File: config.mk
export PLATFORM = sky130hd
export DESIGN_NAME = spi_device
export DESIGN_NICKNAME = d
export VERILOG_FILES = /design/src/rtl/spi_pkg.sv /design/src/rtl/prim_flop_2sync.sv /design/src/rtl/spi_device_rx_fifo.sv /design/src/rtl/spi_device.sv
export SDC_FILE = /design/constraint.sdc
export NUM_CORES = 1
export LEC_CHECK = 0
export ABC_AREA = 1
export ABC_CLOCK_PERIOD_IN_PS = 1850
export CAP_MARGIN = 10
export CORE_UTILIZATION = 45
export DETAILED_ROUTE_END_ITERATION = 12
export GPL_ROUTABILITY_DRIVEN = 0
export MAX_ROUTING_LAYER = met4
export PLACE_DENSITY = 0.74
export SYNTH_ARGS = -nofsm -noshare
export SYNTH_HDL_FRONTEND = slang
export SYNTH_HIERARCHICAL = 1
export SYNTH_SLANG_ARGS = --single-unit
File: constraint.sdc
create_clock -name clk_spi -period 1.85 [get_ports clk_spi]
set_input_delay 0.185 -clock clk_spi [delete_from_list [all_inputs] [get_ports clk_spi]]
set_output_delay 0.185 -clock clk_spi [all_outputs]
set_load 0.005 [all_outputs]
File: src/rtl/spi_pkg.sv
// Shared types, widths and edge helper for the SPI responder.
package spi_pkg;

  typedef enum logic {
    IDLE,
    ACTIVE
  } spi_dev_state_t;

  localparam int SpiByteW   = 8;
  localparam int SpiBitCntW = 3;

  // True when the synchronised line moves away from the idle level `cpol`.
  function automatic logic spi_is_leading(input logic cpol, input logic prev, input logic cur);
    return (prev == cpol) && (cur != cpol);
  endfunction

endpackage

File: src/rtl/prim_flop_2sync.sv
// Two-flop synchroniser for a single asynchronous input, reset to a chosen idle level.
module prim_flop_2sync #(
  parameter logic ResetValue = 1'b0
) (
  input  logic clk_spi,
  input  logic rst_ni,
  input  logic i_d,
  output logic o_q
);

  logic r_meta;
  logic r_sync;

  // NOTE: sequential state is always assigned with <= so every flop samples pre-edge values.
  always_ff @(posedge clk_spi or negedge rst_ni) begin
    if (!rst_ni) begin
      r_meta <= ResetValue;
      r_sync <= ResetValue;
    end else begin
      r_meta <= i_d;
      r_sync <= r_meta;
    end
  end

  assign o_q = r_sync;

endmodule

File: src/rtl/spi_device_rx_fifo.sv
// First-word fall-through RX FIFO; the writer only pushes when not full or popping the same cycle.
module spi_device_rx_fifo
  import spi_pkg::*;
#(
  parameter int Depth = 4
) (
  input  logic                clk_spi,
  input  logic                rst_ni,
  input  logic                i_push,
  input  logic [SpiByteW-1:0] i_data,
  input  logic                i_pop,
  output logic                o_full,
  output logic                o_empty,
  output logic [SpiByteW-1:0] o_data
);

  localparam int PtrW = $clog2(Depth);
  localparam logic [PtrW:0] PtrOne = 1;

  logic [SpiByteW-1:0] r_mem [Depth];
  logic [PtrW:0]       r_wptr;
  logic [PtrW:0]       r_rptr;

  always_ff @(posedge clk_spi or negedge rst_ni) begin
    if (!rst_ni) begin
      r_wptr <= '0;
      r_rptr <= '0;
    end else begin
      if (i_push)             r_wptr <= r_wptr + PtrOne;
      if (i_pop && !o_empty)  r_rptr <= r_rptr + PtrOne;
    end
  end

  // NOTE: storage has no reset; the pointers alone define which entries are meaningful.
  always_ff @(posedge clk_spi) begin
    if (i_push) r_mem[r_wptr[PtrW-1:0]] <= i_data;
  end

  assign o_empty = (r_wptr == r_rptr);
  assign o_full  = (r_wptr[PtrW] != r_rptr[PtrW]) &&
                   (r_wptr[PtrW-1:0] == r_rptr[PtrW-1:0]);
  assign o_data  = o_empty ? '0 : r_mem[r_rptr[PtrW-1:0]];

endmodule

File: src/rtl/spi_device.sv
// SPI responder oversampled on clk_spi, byte-oriented, MSB first, full duplex.
// Define SPI_DEVICE_RX_FIFO_EN to replace the single RX holding register with a FIFO_DEPTH FIFO.
module spi_device
  import spi_pkg::*;
#(
  parameter logic CPOL       = 1'b0,
  parameter logic CPHA       = 1'b0,
  parameter int   FIFO_DEPTH = 4
) (
  input  logic                clk_spi,
  input  logic                rst_ni,
  input  logic                sck_i,
  input  logic                cs_ni,
  input  logic                sdi_i,
  output logic                sdo_o,
  output logic                sdo_en_o,
  input  logic [SpiByteW-1:0] tx_byte_i,
  output logic                tx_load_o,
  output logic [SpiByteW-1:0] rx_byte_o,
  output logic                rx_valid_o,
  input  logic                rx_ready_i,
  output logic                overrun_o
);

  logic w_sck_sync, w_cs_sync, w_sdi_sync;

  prim_flop_2sync #(.ResetValue(CPOL)) u_sync_sck (
    .clk_spi(clk_spi), .rst_ni(rst_ni), .i_d(sck_i), .o_q(w_sck_sync));
  prim_flop_2sync #(.ResetValue(1'b1)) u_sync_cs (
    .clk_spi(clk_spi), .rst_ni(rst_ni), .i_d(cs_ni), .o_q(w_cs_sync));
  prim_flop_2sync #(.ResetValue(1'b0)) u_sync_sdi (
    .clk_spi(clk_spi), .rst_ni(rst_ni), .i_d(sdi_i), .o_q(w_sdi_sync));

  logic                  r_sck_prev, r_cs_prev;
  logic [1:0]            r_warm;
  logic                  r_cs_armed;
  spi_dev_state_t        r_state;
  logic [SpiBitCntW-1:0] r_bit_cnt;
  logic [SpiByteW-1:0]   r_tx_sh, r_rx_sh;
  logic                  r_new_byte;
  logic                  r_sdo, r_sdo_en, r_tx_load, r_overrun;

  // A select already in progress at reset release must not be mistaken for a new one:
  // only a falling cs_n seen after a genuinely high, fully synchronised cs_n is accepted.
  always_ff @(posedge clk_spi or negedge rst_ni) begin
    if (!rst_ni) begin
      r_sck_prev <= CPOL;
      r_cs_prev  <= 1'b1;
      r_warm     <= 2'b00;
      r_cs_armed <= 1'b0;
    end else begin
      r_sck_prev <= w_sck_sync;
      r_cs_prev  <= w_cs_sync;
      r_warm     <= {r_warm[0], 1'b1};
      r_cs_armed <= r_cs_armed | (r_warm[1] & w_cs_sync);
    end
  end

  logic w_sck_lead, w_sck_trail, w_sample, w_shift, w_cs_fall, w_cs_rise;
  assign w_sck_lead  = spi_is_leading(CPOL, r_sck_prev, w_sck_sync);
  assign w_sck_trail = spi_is_leading(~CPOL, r_sck_prev, w_sck_sync);
  assign w_sample    = CPHA ? w_sck_trail : w_sck_lead;
  assign w_shift     = CPHA ? w_sck_lead  : w_sck_trail;
  assign w_cs_fall   = r_cs_armed & r_cs_prev & ~w_cs_sync;
  assign w_cs_rise   = ~r_cs_prev & w_cs_sync;

  logic                w_push, w_pop, w_full, w_accept, w_overrun;
  logic [SpiByteW-1:0] w_rx_next;
  assign w_push    = (r_state == ACTIVE) & ~w_cs_rise & w_sample & (r_bit_cnt == '1);
  assign w_rx_next = {r_rx_sh[SpiByteW-2:0], w_sdi_sync};
  assign w_pop     = rx_valid_o & rx_ready_i;
  assign w_accept  = w_push & (~w_full | w_pop);
  assign w_overrun = w_push & w_full & ~w_pop;

  // Mode 0/2 keeps bit 7 pre-loaded on sdo, so shifts emit bit 6; right after a reload bit 7 goes out unshifted.
  logic w_shift_bit, w_do_shift;
  assign w_shift_bit = (!CPHA && !r_new_byte) ? r_tx_sh[SpiByteW-2] : r_tx_sh[SpiByteW-1];
  assign w_do_shift  = CPHA || !r_new_byte;

  always_ff @(posedge clk_spi or negedge rst_ni) begin
    if (!rst_ni) begin
      r_state    <= IDLE;
      r_bit_cnt  <= '0;
      r_tx_sh    <= '0;
      r_rx_sh    <= '0;
      r_new_byte <= 1'b0;
      r_sdo      <= 1'b1;
      r_sdo_en   <= 1'b0;
      r_tx_load  <= 1'b0;
      r_overrun  <= 1'b0;
    end else begin
      r_tx_load <= 1'b0;
      r_overrun <= w_overrun;
      case (r_state)
        IDLE: begin
          r_sdo    <= 1'b1;
          r_sdo_en <= 1'b0;
          if (w_cs_fall) begin
            r_state    <= ACTIVE;
            r_sdo_en   <= 1'b1;
            r_tx_sh    <= tx_byte_i;
            r_tx_load  <= 1'b1;
            r_bit_cnt  <= '0;
            r_new_byte <= 1'b0;
            if (!CPHA) r_sdo <= tx_byte_i[SpiByteW-1];
          end
        end
        ACTIVE: begin
          if (w_cs_rise) begin
            r_state   <= IDLE;
            r_bit_cnt <= '0;
            r_sdo_en  <= 1'b0;
            r_sdo     <= 1'b1;
          end else if (w_sample) begin
            r_rx_sh   <= w_rx_next;
            r_bit_cnt <= r_bit_cnt + 1'b1;
            if (r_bit_cnt == '1) begin
              r_tx_sh    <= tx_byte_i;
              r_tx_load  <= 1'b1;
              r_new_byte <= 1'b1;
            end
          end else if (w_shift) begin
            r_sdo      <= w_shift_bit;
            r_new_byte <= 1'b0;
            if (w_do_shift) r_tx_sh <= {r_tx_sh[SpiByteW-2:0], 1'b0};
          end
        end
        default: r_state <= IDLE;
      endcase
    end
  end

  assign sdo_o     = r_sdo;
  assign sdo_en_o  = r_sdo_en;
  assign tx_load_o = r_tx_load;
  assign overrun_o = r_overrun;

  logic w_unused;

`ifdef SPI_DEVICE_RX_FIFO_EN
  logic w_empty;

  spi_device_rx_fifo #(.Depth(FIFO_DEPTH)) u_rx_fifo (
    .clk_spi(clk_spi),
    .rst_ni (rst_ni),
    .i_push (w_accept),
    .i_data (w_rx_next),
    .i_pop  (w_pop),
    .o_full (w_full),
    .o_empty(w_empty),
    .o_data (rx_byte_o)
  );

  assign rx_valid_o = ~w_empty;
  assign w_unused   = r_rx_sh[SpiByteW-1];
`else
  logic [SpiByteW-1:0] r_rx_byte;
  logic                r_rx_valid;

  always_ff @(posedge clk_spi or negedge rst_ni) begin
    if (!rst_ni) begin
      r_rx_byte  <= '0;
      r_rx_valid <= 1'b0;
    end else if (w_accept) begin
      r_rx_byte  <= w_rx_next;
      r_rx_valid <= 1'b1;
    end else if (w_pop) begin
      r_rx_valid <= 1'b0;
    end
  end

  assign w_full     = r_rx_valid;
  assign rx_valid_o = r_rx_valid;
  assign rx_byte_o  = r_rx_byte;
  assign w_unused   = ^{r_rx_sh[SpiByteW-1], FIFO_DEPTH};
`endif

endmodule

Word-level counts from Yosys, hierarchy flattened
Index checks and enable logic that the tools add are counted.
{"block": "totals", "input_bits": 14, "register_bits": 44}
{"block": "classes", "n_bitwise": 21, "n_reduce_logical": 8, "n_mux": 34, "n_addsub": 1, "eq_ne": 10}
{"operator": "two-way mux 8 bit", "n": 6}
{"operator": "two-way mux 1 bit", "n": 18}
{"operator": "one-hot mux 8 bit (2 select lines)", "n": 1}
{"operator": "bitwise AND 1 bit", "n": 11}
{"operator": "one-hot mux 1 bit (2 select lines)", "n": 5}
{"operator": "two-way mux 3 bit", "n": 3}
{"operator": "!= test 3 x 1 -> 1 bit, second input constant", "n": 3}
{"operator": "!= test 3 x 2 -> 1 bit, second input constant", "n": 3}
{"operator": "NOT 1 bit", "n": 8}
{"operator": "one-hot mux 3 bit (2 select lines)", "n": 1}
{"operator": "AND reduction 5 bit", "n": 1}
{"operator": "!= test 2 bit, second input constant", "n": 2}
{"operator": "AND reduction 2 bit", "n": 2}
{"operator": "AND reduction 4 bit", "n": 1}
{"operator": "adder 3 x 1 -> 3 bit, second input constant", "n": 1}
{"operator": "== test 3 bit, second input constant", "n": 1}
{"operator": "AND reduction 3 bit", "n": 1}
{"operator": "logical AND 1 bit", "n": 2}
{"operator": "!= test 2 x 1 -> 1 bit, second input constant", "n": 1}
{"operator": "OR 1 bit", "n": 2}
{"operator": "nonzero test 2 bit", "n": 1}

Longest topological paths before layout
{"block": "depth", "word_depth": 8, "mapped_depth": 8, "depth_no_buf": 7}

Cells and area by module
The synthesis kept the hierarchy.
{"module": "spi_device", "area_per_inst_um2": 1649.1, "cells_each": 190, "seq_area_each_um2": 953.4, "instances": 1}
{"module": "prim_flop_2sync at u_sync_sck ...", "area_per_inst_um2": 50.0, "cells_each": 2, "seq_area_each_um2": 50.0, "instances": 2}
{"module": "prim_flop_2sync at u_sync_cs", "area_per_inst_um2": 52.6, "cells_each": 2, "seq_area_each_um2": 52.6, "instances": 1}

Worst setup path before layout
OpenSTA, ideal clock, no wires.
{"block": "synth_path", "kind": "register to register", "startpoint": "reg r_bit_cnt[0]", "endpoint": "reg r_tx_sh[1]", "period_less_slack_ns": 1.407, "slack_ns": 0.443, "t_arrival_ns": 1.341, "setup_ns": 0.065, "path_stages_with_launch": 8, "cell_sequence": "dfrtp_1 -> ha_1 -> ha_1 -> nand3_1 -> nand3_1 -> nand3_2 -> nand2_1 -> nand2_1"}
{"block": "synth_via", "elab_chain_len": 3}
{"item": "start, declared", "line_no": "spi_device.sv:38", "text": "logic [SpiBitCntW-1:0] r_bit_cnt;"}
{"item": "start signal, assigned", "line_no": "spi_device.sv:116", "text": "r_bit_cnt <= r_bit_cnt + 1'b1;"}
{"item": "== test 3 bit", "line_no": "spi_device.sv:117", "text": "if (r_bit_cnt == '1) begin"}
{"item": "!= test 3 x 2 -> 1 bit (no source line)"}
{"item": "AND reduction 5 bit (no source line)"}
{"item": "end signal, assigned", "line_no": "spi_device.sv:101", "text": "r_tx_sh <= tx_byte_i;"}
{"item": "end signal, assigned", "line_no": "spi_device.sv:118", "text": "r_tx_sh <= tx_byte_i;"}
{"item": "end signal, assigned", "line_no": "spi_device.sv:125", "text": "if (w_do_shift) r_tx_sh <= {r_tx_sh[SpiByteW-2:0], 1'b0};"}
{"item": "end, declared", "line_no": "spi_device.sv:39", "text": "logic [SpiByteW-1:0] r_tx_sh, r_rx_sh;"}
Every way passes these cells.
A chain may end at the register's enable or synchronous reset.

Worst setup path in the final report
Ends and elaborated chain as after synthesis.

==> results.py <==
metrics = {
    "outcome": {
        "status": "finished clean",
    },
    "synthesis": {
        "synth_top_area_share_pct": 55.6,
        "synthMostInstantiatedCell": "nand2_1",
        "synth_edf_count": 0,
        "synth_warnings": 6,
        "syn_inst": 196,
        "ys_ff_latch": 44,
        "yosysSeqAreaShare_pct": 61.4,
        "synth.area.top_cells": "dfrtp_1 56%, nand2_1 17%, dfstp_2 5.8%",
        "ys_types": 20,
        "synthesis.area_mm2": 0.00180,
        "synth.avg_cell_area_um2": 9.19,
        "yosys.area.top_type": "dfrtp_1",
        "synth_common_cells": "80 x nand2_1, 40 x dfrtp_1, 16 x nand4_1",
        "synth.net_count": 212,
        "async_reset_ff_share_pct": 100,
        "synthFlopType": "dfrtp_1",
    },
    "sta": {
        "setup_ws_ps": 190,
        "setup-violations-final": 0,
        "tightest_slew_ps": 521,
        "slew_headroom_pct": 65.3,
        "fin_crit_ps": 1660,
        "fin_crit_sh_pct": 89.7,
        "clock-skew-final_ps": 3.22,
        "rsz0062_at_grt": "no",
        "drv_slew": 0,
        "fin_tns_setup_ps": 0,
        "hold_viol": 0,
        "max_freq_ghz": 0.602,
    },
    "final_layout": {
        "fill_cells": 332,
        "area_growth_pct": 24.2,
        "seq_area_mm2": 0.00111,
        "antennaDiodeCount": 0,
        "multi_input_area_um2": 606,
        "nets": 245,
        "final_layout_size_suffix_gt1_share_pct": 9.13,
    },
    "clocking": {
        "cts-root-buf": "clkbuf_8",
        "clkLatencyLatePin_ps": 290,
        "cts_buffers": 5,
        "clock_path_buffers": 2,
        "cts_tree": "yes",
        "cts_setup_buffers": 0,
        "clk_pin_slew_worst_paths_ps": 70,
        "cts_sinks": 44,
        "htree_levels": 2,
    },
    "die": {
        "ios": 27,
        "die_area_mm2": 0.00426,
        "initial_core_util_pct": 48.1,
        "die_y_um": 65.3,
        "core_mm2": 0.00374,
        "die_x_um": 65.3,
        "row_count": 22,
    },
    "worst_setup_path": {
        "path_class": "reg2reg",
        "crit_arrival_ps": 1890,
        "critPathLaunchType": "register",
        "end_kind": "register",
        "cp.required_ps": 2080,
        "crit_fanout": 10,
    },
    "hold_path": {
        "hold_path.class": "in2reg",
    },
    "global_route": {
        "grt_pass1_vias": 1162,
        "grt_antenna_before_repair": 0,
        "globalRouteOverflowTotal": 0,
        "grt_max_degree": 24,
        "grt_usage_pct": 17.3,
        "grt_first_pass_wirelength_um": 5220,
    },
    "drt": {
        "drt-total-wl_um": 3000,
        "route.detailed.drc": 0,
        "antenna_left": 0,
        "wl_per_cell_um": 10.8,
        "via_count": 1392,
        "firstDrtPassIters": 4,
        "drtIter0Drc": 57,
        "via_per_inst": 5.01,
    },
    "placed_design": {
        "dpl.hpwl_um": 2160,
        "port_buffers": 26,
        "preCtsSetupSlack_ps": 236,
    },
    "flow_run": {
        "maxCapViolations": 0,
    },
    "power": {
        "p_leak_nw": 1.15,
        "power.density_mw_per_mm2": 948,
        "ir_drop_v": 0.000406,
        "power_mw": 2.12,
    },
}
==> state kept, by name, summed over array words and instances (netlist names), 2 cells and up <==
register and cells:
r_rx_sh 7, r_tx_sh 8, r_bit_cnt 3, r_warm 2, rx_byte_o 8
==> path summary, 6_finish.rpt <==
check	start	end	slack, ps	cells after the start
hold reg to reg	u_sync_sck/r_meta	u_sync_sck/o_q	350	0
max in group asynchronous	rst_ni	u_sync_cs/o_q	880	3
min in group asynchronous	rst_ni	r_rx_sh[0]	400	2
hold / removal	cs_ni	u_sync_cs/r_meta	290	1
setup / recovery	r_bit_cnt[0]	r_tx_sh[1]	190	7
setup reg to reg	r_bit_cnt[0]	r_tx_sh[1]	190	7
==> metrics by stage <==
stage               cell area (um2)  cells  hold slack (ps)  util [%]
floorplan                      1800    196             -111         -
global placement               2140    269              189      57.1
detailed placement             2140    269              195      57.1
CTS                            2240    278              283      59.8
global route                   2240    278              282      59.8
finish                         2240    278              293      59.8
==> worst max-delay path: stages, from the launching register on <==
cell     delay, ps
dfrtp_1        400
ha_1           200
ha_1           190
nand3_1         80
nand3_1        280
nand3_2        290
nand2_1         80
nand2_1         80
==> final cells by class <==
class	count	share of cell area [%]
flip-flops and latches	44	49.4
multi-input cells	131	27.1
repair buffers	33	14.4
clock buffers	8	4.03
well taps	48	2.68
inverters	14	2.35
==> cell usage in the layout, fill, tap and decap left out <==
cell and instances:
ha_1 2, dfrtp_1 40, a21oi_1 3, buf_2 1, o211ai_1 1, dfstp_2 4
o21ai_1 3, nand4_1 16, nand3_2 2, nor2_4 1, nor2_1 5, dlygate4sd3_1 1
o31ai_1 1, inv_1 14, nand2_1 80, buf_4 5, clkdlybuf4s50_1 25, conb_1 1
clkbuf_1 2, o21ai_0 2, nand2_2 1, nand3_1 13, clkbuf_8 6, buf_12 1
==> kinds of logic (layout without fill, tap and decap cells) <==
logic type / after synthesis / after routing / share of synthesized area [%]
simple gates: 118 / 118 / 29.0
compound gates: 10 / 10 / 3.06
other cells: 1 / 1 / 0.208
buf+inv: 21 / 55 / 5.00
flops: 44 / 44 / 61.4
fa+ha+maj: 2 / 2 / 1.39
==> layer usage <==
metal	GRT usage, %	share of wire (%)	wire (um)
met5	-	0	0
met3	5.73	5.2	155
met4	8.70	0.97	29
met2	25.0	45	1360
met1	21.7	48	1450
==> timing repair <==
item	4_1_cts	5_1_grt
hold buffers	1	0
resized for setup	0	0
endpoints found under the hold margin	21	0
==> power breakdown <==
part	total [mW]	switching (mW)	internal [mW]
sequential	1.20	0.0939	1.11
clock	0.593	0.288	0.304
combinational	0.326	0.181	0.145
total	2.12	0.563	1.56
No activity file was read; power rests on OpenSTA's default activity.
